`src/rtl/sap_1_loader.sv`:
```
// sap_1_loader: SAP-1 program loader; optional checksum byte via SAP1_LOADER_CHECKSUM_EN.
module sap_1_loader #(
  parameter int ADDR_W = 4,
  parameter int SYNC_STAGES = 2
) (
  input  logic              clk,
  input  logic              rst,
  input  logic [7:0]        data_in,
  input  logic              strobe,
  input  logic              run_req,
  output logic              ram_we,
  output logic [ADDR_W-1:0] ram_addr,
  output logic [7:0]        ram_wdata,
  output logic              cpu_rst,
  output logic              loading,
  output logic              done,
  output logic              err
);
`ifdef SAP1_LOADER_CHECKSUM_EN
  typedef enum logic [1:0] {LOAD, READY, RUN, ERR} state_t;
  logic [7:0] sum;
`else
  typedef enum logic [1:0] {LOAD, READY, RUN} state_t;
`endif
  state_t state, state_nx;
  logic [SYNC_STAGES-1:0] stb_sync, run_sync;
  logic stb_prev, run_prev, stb_edge, run_edge, we_nx;
  logic [ADDR_W:0] count, count_nx;
  always_ff @(posedge clk) begin
    if (rst) begin
      stb_sync <= '0;
      run_sync <= '0;
      stb_prev <= 1'b0;
      run_prev <= 1'b0;
      stb_edge <= 1'b0;
      run_edge <= 1'b0;
      state <= LOAD;
      count <= '0;
      ram_we <= 1'b0;
      ram_addr <= '0;
      ram_wdata <= '0;
      cpu_rst <= 1'b1;
`ifdef SAP1_LOADER_CHECKSUM_EN
      sum <= '0;
`endif
    end else begin
      stb_sync <= {stb_sync[SYNC_STAGES-2:0], strobe};
      run_sync <= {run_sync[SYNC_STAGES-2:0], run_req};
      stb_prev <= stb_sync[SYNC_STAGES-1];
      run_prev <= run_sync[SYNC_STAGES-1];
      stb_edge <= stb_sync[SYNC_STAGES-1] & ~stb_prev;
      run_edge <= run_sync[SYNC_STAGES-1] & ~run_prev;
      state <= state_nx;
      count <= count_nx;
      ram_we <= we_nx;
      // cpu_rst lags the state so the final write lands before the core runs
      cpu_rst <= state != RUN;
      if (we_nx) begin
        ram_addr <= count[ADDR_W-1:0];
        ram_wdata <= data_in;
`ifdef SAP1_LOADER_CHECKSUM_EN
        sum <= sum + data_in;
`endif
      end
    end
  end
  always_comb begin
    state_nx = state;
    count_nx = count;
    we_nx = 1'b0;
`ifdef SAP1_LOADER_CHECKSUM_EN
    if (state == LOAD && stb_edge) begin
      if (count == {1'b1, {ADDR_W{1'b0}}})
        state_nx = (data_in == sum) ? READY : ERR;
      else begin
        we_nx = 1'b1;
        count_nx = count + 1'b1;
      end
    end
    if (state == READY && run_edge) state_nx = RUN;
`else
    if (state == LOAD && stb_edge) begin
      we_nx = 1'b1;
      count_nx = count + 1'b1;
      if (count == {1'b0, {ADDR_W{1'b1}}}) state_nx = READY;
    end
    if ((state == LOAD || state == READY) && run_edge) state_nx = RUN;
`endif
  end
  assign loading = state == LOAD;
  assign done = state == READY;
`ifdef SAP1_LOADER_CHECKSUM_EN
  assign err = state == ERR;
`else
  assign err = 1'b0;
`endif
endmodule

```
`config.mk`:
```
export PLATFORM = sky130hd
export DESIGN_NAME = sap_1_loader
export DESIGN_NICKNAME = d
export VERILOG_FILES = /design/src/rtl/sap_1_loader.sv
export SDC_FILE = /design/constraint.sdc
export NUM_CORES = 1
export LEC_CHECK = 0
export CORE_MARGIN = 10
export CORE_UTILIZATION = 45
export DETAILED_ROUTE_END_ITERATION = 10
export GPL_TIMING_DRIVEN = 0
export PLACE_DENSITY = 0.76
export SYNTH_ARGS = -nofsm -noshare
export SYNTH_HDL_FRONTEND = slang
export SYNTH_SLANG_ARGS = --single-unit
```
`constraint.sdc`:
```
create_clock -name clk -period 1.9 [get_ports clk]
set_input_delay 0.38 -clock clk [delete_from_list [all_inputs] [get_ports clk]]
set_output_delay 0.38 -clock clk [all_outputs]
set_load 0.02 [all_outputs]
```
==> results.md, run 1 <==
* Status: finished, final reports clean
* Setup TNS at 0 ns
* Worst hold slack at 0.3844 ns
* Sink Count at 29
* Worst setup skew after layout at 0.003558 ns
* Port Buffers at 26
* Synthesized area at 996.0 sq um
* Max Cap Viol at 0
* Gr ovfl total at 0
* CP arrival at 1.40 ns
* Cell row count at 16
* Largest fanout on the critical path at 6
* Peak supply drop at 0.5671 mV
* Leakage at around 0.50 nW
* Clock share of power at 34.2%
* Clock Path Buffers at 2
* Reg clk slew, reported paths at 0.08 ns
* Die X at 67.05 microns
* Final WL at slightly above 2000 microns
* Worst path required time at ~1.5 ns
* Fill cell count at 184
* Grt peak-use layer: met2
* Synth Warn # at 0
* First-pass GRT wire length at around 3300 microns
* Syn Area/Cell at 8.973 sq um
* GRT Overall Usage at around 9.9%
* Critical path startpoint category: flop
* Clock Latency Late Sink at 0.32 ns
* CTS tree: done
* I/O pin total at 29
* Critical path class: flop to output pin
* Syn nets at around 130
* # DRC at 0
* Final nets at 158
* Synth unique cells at 21
* Psw at 0.0002289 W
* Initial DRT Pass Iterations at 2
* Routed vias at 806
* Die area at 0.004495 sq mm
* Final setup fails at 0
* Drt initial violations at 15
* Die H at ~67 microns
* Slew Viols, Final at 0
* # Post-CTS Setup Buffers at 0
* Sequential power share at 58.9%
* PD cells at slightly below 800 mW/mm^2
* DRT antenna net count at 0
* Final Wtd Congestion at 0.7314
* DP Area at 0.001290 sq mm
* Largest net degree at the start of global routing at 11
* Worst Setup End Kind: output pin
* Detailed Place HPWL at 1525 microns
* Vias per Instance at 4.713
* Max H-tree Level at 2
* Layout cells sized above 1 at under 10%
* Synth Register Bits at 29
* P_int at 0.0008335 W
* P&R area growth vs syn at 35.43%
* Final Hold Viols at 0
* Area of the multi-input gates at 372.9 sq um
* RSZ-0062 raised after global routing: no
* Fin crit share at 93.59%
* # diodes at 0
* Core ar. at 0.002042 sq mm
* Clock Tree Root: clkbuf_4
* Sequential area share after synthesis at 58.29%
* CTS Buf Count at 5
* Number of global-route vias before repair at roughly 750
* GR Util met2 at between 10% and 20%
* Comb pwr share at 6.9%
* Switching Fraction at 21.54%
* Met1 Resource Use GR at under 10%
* Seq. cell area at 581.8 sq um
* Initial Utilization at 48.77%
* Fin crit period at 1.778 ns
* Post-Synthesis Cells at 111
* Max Fclk at 0.5624 GHz
* Worst min path class: flop to flop
* DR WL/cell at around 12 microns
* Finished Cell Area at 0.001349 sq mm
* Met3 Use GR at 7.023%
* Initial antenna violation count at 0
==> final cells by class <==
type	instances	area share (%)
Tap cell	27	2.505
Buffer	7	2.319
Timing Repair Buffer	26	19.48
Multi-Input combinational cell	72	27.64
Sequential cell	29	43.14
Clock buffer	7	4.082
Inverter	3	0.8349
==> layer usage <==
layer  wire length (microns)  share of wire, %
met5                       0                 0
met4                      42               2.1
met3                     228                11
met2                     879                43
met1                     890                44
==> cells in the final DEF, fill, tap and decap left out <==
cell type	synthesis	routed
a31oi_1	1	1
and2b_1	1	1
clkbuf_1	5	6
dfxtp_2	0	1
clkdlybuf4s50_1	0	25
conb_1	1	1
buf_4	1	1
inv_1	3	3
nor3b_2	1	1
or3b_1	1	1
nor2_1	6	6
o21ai_0	2	2
or3_1	3	3
dfxtp_1	29	28
nand2_1	26	26
nand3_1	1	1
dlymetal6s2s_1	0	1
ha_1	2	2
a21oi_1	15	15
buf_2	1	1
and3_1	1	1
clkbuf_8	0	1
nor2b_1	8	8
a211oi_1	2	2
clkbuf_4	0	5
xnor2_1	1	1
==> worst max-delay path, cell delays in order, from the launching register on <==
cell	delay, ns
dfxtp_1	0.36
nor2_1	0.11
clkdlybuf4s50_1	0.61
==> power by group through the flow <==
stage | Sequential [W] | Clock (W) | Combinational [W]
after floorplan | 0.000645 | 0 | 0.0000306
after global placement | 0.000640 | 0 | 0.0000720
after detailed placement | 0.000641 | 0 | 0.0000736
after CTS | 0.000626 | 0.000376 | 0.0000742
after global routing | 0.000628 | 0.000406 | 0.0000801
final | 0.000626 | 0.000363 | 0.0000731
==> Yosys cell counts <==
| cell type | instances | area share, % |
|---|---|---|
| dfxtp_1 | 29 | 58 |
| nand2_1 | 26 | 9.8 |
| a21oi_1 | 15 | 7.5 |
| nor2b_1 | 8 | 5.0 |
| nor2_1 | 6 | 2.3 |
| clkbuf_1 | 5 | 1.9 |
| inv_1 | 3 | 1.1 |
| or3_1 | 3 | 1.9 |
| a211oi_1 | 2 | 1.5 |
| ha_1 | 2 | 2.5 |
| o21ai_0 | 2 | 1.0 |
| a31oi_1 | 1 | 0.63 |
| and2b_1 | 1 | 0.75 |
| and3_1 | 1 | 0.63 |
| buf_2 | 1 | 0.50 |
| buf_4 | 1 | 0.75 |
| conb_1 | 1 | 0.38 |
| nand3_1 | 1 | 0.50 |
| nor3b_2 | 1 | 1.3 |
| or3b_1 | 1 | 0.88 |
| xnor2_1 | 1 | 0.88 |
==> cells by family (layout without fill, tap and decap cells) <==
logic type / count (synthesis) / in the layout / synth area share (%)
AND/OR/NAND/NOR: 48 / 48 / 22.99
other: 1 / 1 / 0.3765
buffers and inverters: 10 / 43 / 4.271
AO/OA/AOI/OAI: 20 / 20 / 10.68
adder cells (fa/ha/maj): 2 / 2 / 2.512
XOR/XNOR: 1 / 1 / 0.8796
flip-flops: 29 / 29 / 58.29
==> stage by stage <==
stage                     setup slack (ns)  utilization, %  power [W]  instances
after floorplan                     0.5351               -  0.0006755        111
after global placement              0.3956           63.17  0.0007119        164
after detailed placement            0.3772           63.17  0.0007142        164
after CTS                          0.02971           65.87   0.001077        171
after global routing               0.03408           66.05   0.001114        171
final                               0.1218           66.05   0.001062        171
==> worst paths after layout <==
check	startpoint	endpoint	slack, ns	cells after the start
worst min register to register	run_prev$_SDFF_PP0_	run_edge$_SDFF_PP0_	0.38	1
worst max register to register	state[1]$_SDFFE_PP0P_	ram_wdata[5]$_SDFFE_PP0N_	0.35	4
worst max-delay path	state[1]$_SDFFE_PP0P_	loading	0.12	2
worst min-delay path	run_prev$_SDFF_PP0_	run_edge$_SDFF_PP0_	0.38	1
==> flip-flops by register name, indices dropped and copies added, names as in the netlist <==
signal and cells:
ram_addr 4, stb_prev 1, state 2, cpu_rst 1
stb_edge 1, run_edge 1, ram_we 1, ram_wdata 8
count 5, stb_sync 2, run_prev 1, run_sync 2
==> what timing repair did <==
item,in CTS,in global routing
hold buffers,0,0
gates resized for setup,0,2
setup endpoints to repair,0,1
(Power assumes the default switching activity.)
==> inputs of run 2 (changes only) <==
--- a/config.mk
+++ b/config.mk
@@ -7,9 +7,10 @@
 export LEC_CHECK = 0
 export CORE_MARGIN = 10
 export CORE_UTILIZATION = 45
+export CTS_CLUSTER_SIZE = 24
 export DETAILED_ROUTE_END_ITERATION = 10
 export GPL_TIMING_DRIVEN = 0
-export PLACE_DENSITY = 0.76
+export PLACE_DENSITY = 0.75
 export SYNTH_ARGS = -nofsm -noshare
 export SYNTH_HDL_FRONTEND = slang
 export SYNTH_SLANG_ARGS = --single-unit
==> run 2 against run 1 <==
Effect of this change:
- die area unchanged
- fmax about the same
- non-clock buffer count unchanged
- global-route usage up 0.33 points
- core utilization up 1.4 points
- critical path depth unchanged
- cell count up 0.58%
- largest cell class unchanged
- flip-flop and latch count unchanged
- via count up 3.2%
- highest routed layer unchanged
==> results.md, run 2 (same netlist as run 1, synthesis figures left out) <==
* Fin crit period at 1.777 ns (-0.0007560 ns)
* CTS Buf Count at 5 (unchanged)
* Worst path required time at 1.52 ns (about the same)
* Non-Filler Instances at 172 (+0.58%)
* DR WL/cell at 11.95 microns (+0.25%)
* Max reg flops at 8 (unchanged)
* P&R area growth vs syn at 38.32%
* Worst hold slack at 0.3850 ns (+0.0005230 ns)
* Final WL at 2056 microns (+0.83%)
* # DRC at 0 (unchanged)
* Gr ovfl total at 0 (unchanged)
* Status: finished, final reports clean
* Clock Latency Late Sink at 0.33 ns (about the same)
* Detailed Place HPWL at 1547 microns (+1.5%)
* Most common cell after layout, fill and taps aside: dfxtp_1
* Worst Setup End Kind: output pin
* Crit path from: state[1]$_SDFFE_PP0P_
* Critical path startpoint category: flop
* Finished Cell Area at 0.001378 sq mm (+2.1%)
* Max Cap Viol at 0 (unchanged)
* Largest register by flop count: ram_wdata
* GRT Overall Usage at 10.18% (+0.33 points)
* CTS tree: done
* Most frequent cells in the layout: dfxtp_1 (29), nand2_1 (26), clkdlybuf4s50_1 (25)
* Final Wtd Congestion at 0.7363 (+0.67%)
* Leakage at 0.5180 nW (+2.7%)
* Setup TNS at 0 ns (unchanged)
* Final nets at 158 (unchanged)
* Placed cells at 164 (unchanged)
* Layout cells sized above 1 at 6.897% (-0.048 points)
* Reg clk slew, reported paths at 0.08 ns (about the same)
* GR Util met2 at 14.81% (+0.24 points)
* Final setup fails at 0 (unchanged)
* Total Power at 0.001218 W (+15%)
* Largest fanout on the critical path at 6 (unchanged)
* Peak supply drop at 0.7022 mV (+24%)
* Initial Utilization at 48.77% (unchanged)
* Initial antenna violation count at 0 (unchanged)
* DRT antenna net count at 0 (unchanged)
* Initial DRT Pass Iterations at 4 (+2)
* Core ar. at 0.002042 sq mm (unchanged)
* # hold bufs at CTS at 0 (unchanged)
* Hold_sp: run_prev$_SDFF_PP0_
* PD cells at 884.1 mW/mm^2 (+12%)
* Critical path class: flop to output pin
* Fill cell count at 175 (-4.9%)
* Max H-tree Level at 2 (unchanged)
* Met3 Use GR at 8.696% (+1.7 points)
* Drt initial violations at 22 (+7)
* Die area at 0.004495 sq mm (unchanged)
* Routed vias at 832 (+3.2%)
* Grt peak-use layer: met2
* DP Area at 0.001290 sq mm (unchanged)
* # diodes at 0 (unchanged)
* Cell row count at 16 (unchanged)
* Port Buffers at 26 (unchanged)
* Vias per Instance at 4.837 (+2.6%)
* Met1 Resource Use GR at 9.108% (-0.41 points)
* First-pass GRT wire length at 3415 microns (+3.8%)
* Clock Path Buffers at 2 (unchanged)
* Fin crit share at 93.55% (about the same)
* Die H at 67.05 microns (unchanged)
* CP arrival at 1.40 ns (about the same)
* Worst setup skew after layout at 0.009269 ns (+0.005711 ns)
* Number of global-route vias before repair at 811 (+8.7%)
* Final Hold Viols at 0 (unchanged)
* Largest net degree at the start of global routing at 11 (unchanged)
* Worst min path class: flop to flop
* Clock Tree Root: clkbuf_4
* Die X at 67.05 microns (unchanged)
* I/O pin total at 29 (unchanged)
* Max Fclk at 0.5626 GHz (about the same)
* RSZ-0062 raised after global routing: no
* Sink Count at 29 (unchanged)
* Slew Viols, Final at 0 (unchanged)
* Largest regs: ram_wdata (8), count (5), ram_addr (4)
* Worst r2r src: state[1]$_SDFFE_PP0P_
run 2: changes by cell type in the layout (fill, tap and decap cells not counted):
cell and change:
bufinv_16 +1, dfxtp_1 +1, dfxtp_2 -1
run 2: critical path, stage by stage, from the launching register on:
cell and delay (ns):
dfxtp_1 0.36, nor2_1 0.11, clkdlybuf4s50_1 0.61
run 2: stage by stage:
step / utilization (%) / setup slack [ns]
final: 67.46 / 0.1226
after global routing: 67.46 / 0.03069
after CTS: 67.34 / 0.004080
after detailed placement: 63.17 / 0.3671
after global placement: 63.17 / 0.3963
after floorplan: - / 0.5351
run 2: what timing repair did:
action	4_1_cts	5_1_grt
setup endpoints to repair	0	1
gates resized for setup	0	1
setup buffers	0	0
run 2: where the power goes:
part	internal [W]	switching [W]	leakage, nW
registers	0.000620	0.00000626	0.235
clock network	0.000314	0.000204	0.0455
logic	0.0000391	0.0000340	0.237
run 2: final timing paths:
path                                     to  slack [ns]  cells after the start
setup / recovery                    loading        0.12                      2
hold / removal          run_edge$_SDFF_PP0_        0.38                      1
setup reg to reg  ram_wdata[6]$_SDFFE_PP0N_        0.40                      4
hold reg to reg         run_edge$_SDFF_PP0_        0.38                      1
run 2: final cells by class:
class	instances	area, sq um	area share (%)
inverter	3	11.26	0.8174
clock buffer	7	55.05	3.996
multi-input combinational	72	372.9	27.07
sequential	29	580.6	42.14
clock inverter	1	30.03	2.180
timing repair buffer	26	262.8	19.07
buffer	7	31.28	2.271
tap	27	33.78	2.452
run 2: per-layer routing:
| metal | vias to the layer above | wire length (microns) |
|---|---|---|
| met3 | 7 | 276 |
| met4 | 0 | 49 |
| li1 | 426 | - |
| met5 | - | 0 |
| met2 | 28 | 928 |
| met1 | 371 | 801 |
==> inputs of run 3 (changes only) <==
--- a/config.mk
+++ b/config.mk
@@ -5,6 +5,7 @@
 export SDC_FILE = /design/constraint.sdc
 export NUM_CORES = 1
 export LEC_CHECK = 0
+export CORE_ASPECT_RATIO = 1.1
 export CORE_MARGIN = 10
 export CORE_UTILIZATION = 45
 export CTS_CLUSTER_SIZE = 24
==> run 3 against run 2 <==
Effect of this change:
- critical path depth stayed put
- sequential share of layout area is 0.95 points higher
- combinational power is 0.8% lower
- final area is 2.0% lower
- cell count stayed put
- sequential power hardly changed
- non-clock buffer count stayed put
==> results.md, run 3 (same netlist as run 1, synthesis figures left out) <==
* CP arrival at 1.40 ns (about the same)
* CTS tree: done
* Reg clk slew, reported paths at 0.09 ns (about the same)
* Setup TNS at 0 ns (unchanged)
* Largest net degree at the start of global routing at 11 (unchanged)
* Sequential power share at 58.8% (+7.4 points)
* Max Cap Viol at 0 (unchanged)
* Detailed Place HPWL at 1567 microns (+1.3%)
* Worst hold slack at 0.3953 ns (+0.01035 ns)
* RSZ-0062 raised after global routing: no
* Most frequent cells in the layout: dfxtp_1 (28), nand2_1 (26), clkdlybuf4s50_1 (25)
* Fill cell count at 183 (+4.6%)
* Worst r2r src: state[1]$_SDFFE_PP0P_
* Switching Fraction at 21.68% (+1.6 points)
* Psw at 0.0002307 W (-5.6%)
* Hold_sp: stb_prev$_SDFF_PP0_
* Fin crit share at 93.74% (+0.20 points)
* Slew Viols, Final at 0 (unchanged)
* Clock Tree Root: clkbuf_4
* Final Hold Viols at 0 (unchanged)
* Worst min path class: flop to flop
* Layout cells sized above 1 at 6.944% (+0.048 points)
* Leakage at 0.5043 nW (-2.6%)
* Largest fanout on the critical path at 6 (unchanged)
* DR WL/cell at 12.09 microns (+1.1%)
* I/O pin total at 29 (unchanged)
* GRT Overall Usage at 10.32% (+0.14 points)
* Gr ovfl total at 0 (unchanged)
* Status: finished, final reports clean
* Initial Utilization at 48.27% (-0.50 points)
* Max H-tree Level at 2 (unchanged)
* Die area at 0.004497 sq mm (about the same)
* Peak supply drop at 0.7001 mV (-0.30%)
* P&R area growth vs syn at 35.55%
* Final setup fails at 0 (unchanged)
* Routed vias at 811 (-2.5%)
* Max reg flops at 8 (unchanged)
* Max Fclk at 0.5614 GHz (-0.21%)
* Vias per Instance at 4.715 (-2.5%)
* # DRC at 0 (unchanged)
* DRT antenna net count at 0 (unchanged)
* Hold depth at 1 (unchanged)
* Total Power at 0.001064 W (-13%)
* Most common cell after layout, fill and taps aside: dfxtp_1
* Cell row count at 17 (+1)
* Critical path class: flop to output pin
* Worst path required time at 1.52 ns (about the same)
* Comb pwr share at 6.8% (+0.8 points)
* Largest regs: ram_wdata (8), count (5), ram_addr (4)
* Initial antenna violation count at 0 (unchanged)
* Worst setup skew after layout at 0.007110 ns (-0.002159 ns)
* Initial DRT Pass Iterations at 4 (unchanged)
* Clock Latency Late Sink at 0.32 ns (about the same)
* Final WL at 2079 microns (+1.1%)
* Number of global-route vias before repair at 800 (-1.4%)
* Critical path startpoint category: flop
* R2r setup slk at 0.37 ns (-0.03 ns)
* Port Buffers at 26 (unchanged)
* Final nets at 158 (unchanged)
* Largest register by flop count: ram_wdata
* First-pass GRT wire length at 3712 microns (+8.7%)
* # Post-CTS Setup Buffers at 0 (unchanged)
* Worst Setup End Kind: output pin
* Hold path endpoint: stb_edge$_SDFF_PP0_
* # diodes at 0 (unchanged)
* Die X at 64.86 microns (-3.3%)
* Sink Count at 29 (unchanged)
* Core ar. at 0.002063 sq mm (+1.0%)
* Die H at 69.34 microns (+3.4%)
* Final Wtd Congestion at 0.7323 (-0.54%)
* P_int at 0.0008335 W (-14%)
* Reg-to-reg endpoint: ram_addr[2]$_SDFFE_PP0N_
* PD cells at 788.3 mW/mm^2 (-11%)
* Worst-case reg-to-reg path depth at 4 (unchanged)
* Clock Path Buffers at 2 (unchanged)
* Drt initial violations at 22 (unchanged)
* CTS Buf Count at 5 (unchanged)
* Fin crit period at 1.781 ns (+0.003733 ns)
* Clock share of power at 34.4% (-8.2 points)
==> run 3: final cells by class <==
cell class	count	area [sq um]	share of cell area, %
Timing Repair Buffer	26	262.8	19.46
Clock buffer	7	55.05	4.078
Inverter	3	11.26	0.8341
Tap cell	28	35.03	2.595
Sequential cell	29	581.8	43.10
Multi-Input combinational cell	72	372.9	27.62
Buffer	7	31.28	2.317
==> run 3: worst max path at each step <==
| stage | cells after the start | slack (ns) | to | start |
|---|---|---|---|---|
| 2_1_floorplan | 4 | 0.54 | count[3]$_SDFFE_PP0N_ | state[1]$_SDFFE_PP0P_ |
| 3_3_place_gp | 2 | 0.39 | done | state[1]$_SDFFE_PP0P_ |
| 3_5_place_dp | 4 | 0.36 | ram_addr[2]$_SDFFE_PP0N_ | state[1]$_SDFFE_PP0P_ |
| 4_1_cts | 2 | 0.0008 | done | state[0]$_SDFFE_PP0P_ |
| 5_1_grt | 2 | 0.04 | loading | state[1]$_SDFFE_PP0P_ |
| 6_report | 2 | 0.12 | loading | state[1]$_SDFFE_PP0P_ |
==> run 3: metal layers <==
| layer | share of wire, % | vias to the layer above | GRT usage, % |
|---|---|---|---|
| met5 | 0 | - | 0 |
| met3 | 12 | 4 | 7.568 |
| met2 | 47 | 28 | 16.20 |
| li1 | - | 421 | - |
| met1 | 40 | 358 | 10.34 |
| met4 | 1.3 | 0 | 3.538 |
==> run 3: per-stage QoR <==
| step | instances | instance area (sq um) | setup WS [ns] | util [%] |
|---|---|---|---|---|
| after floorplan | 111 | 996.0 | 0.5351 | - |
| after global placement | 165 | 1291 | 0.3903 | 62.58 |
| after detailed placement | 165 | 1291 | 0.3612 | 62.58 |
| after CTS | 172 | 1346 | 0.0007681 | 65.25 |
| after global routing | 172 | 1350 | 0.03939 | 65.43 |
| final | 172 | 1350 | 0.1189 | 65.43 |
==> run 3: repair_timing <==
action / in CTS / in global routing
gates resized for setup: 0 / 2
hold buffers: 0 / 0
endpoints found under the setup margin: 0 / 1
==> run 3: power groups by stage <==
stage                     Sequential, W  Combinational (W)  Clock (W)
after floorplan                0.000645          0.0000306          0
after global placement         0.000640          0.0000720          0
after detailed placement       0.000640          0.0000735          0
after CTS                      0.000626          0.0000738   0.000384
after global routing           0.000628          0.0000805   0.000413
final                          0.000626          0.0000725   0.000366
==> run 3: critical path, stage by stage, from the launching register on <==
cell and delay, ns:
dfxtp_1 0.36, nor2_1 0.11, clkdlybuf4s50_1 0.61
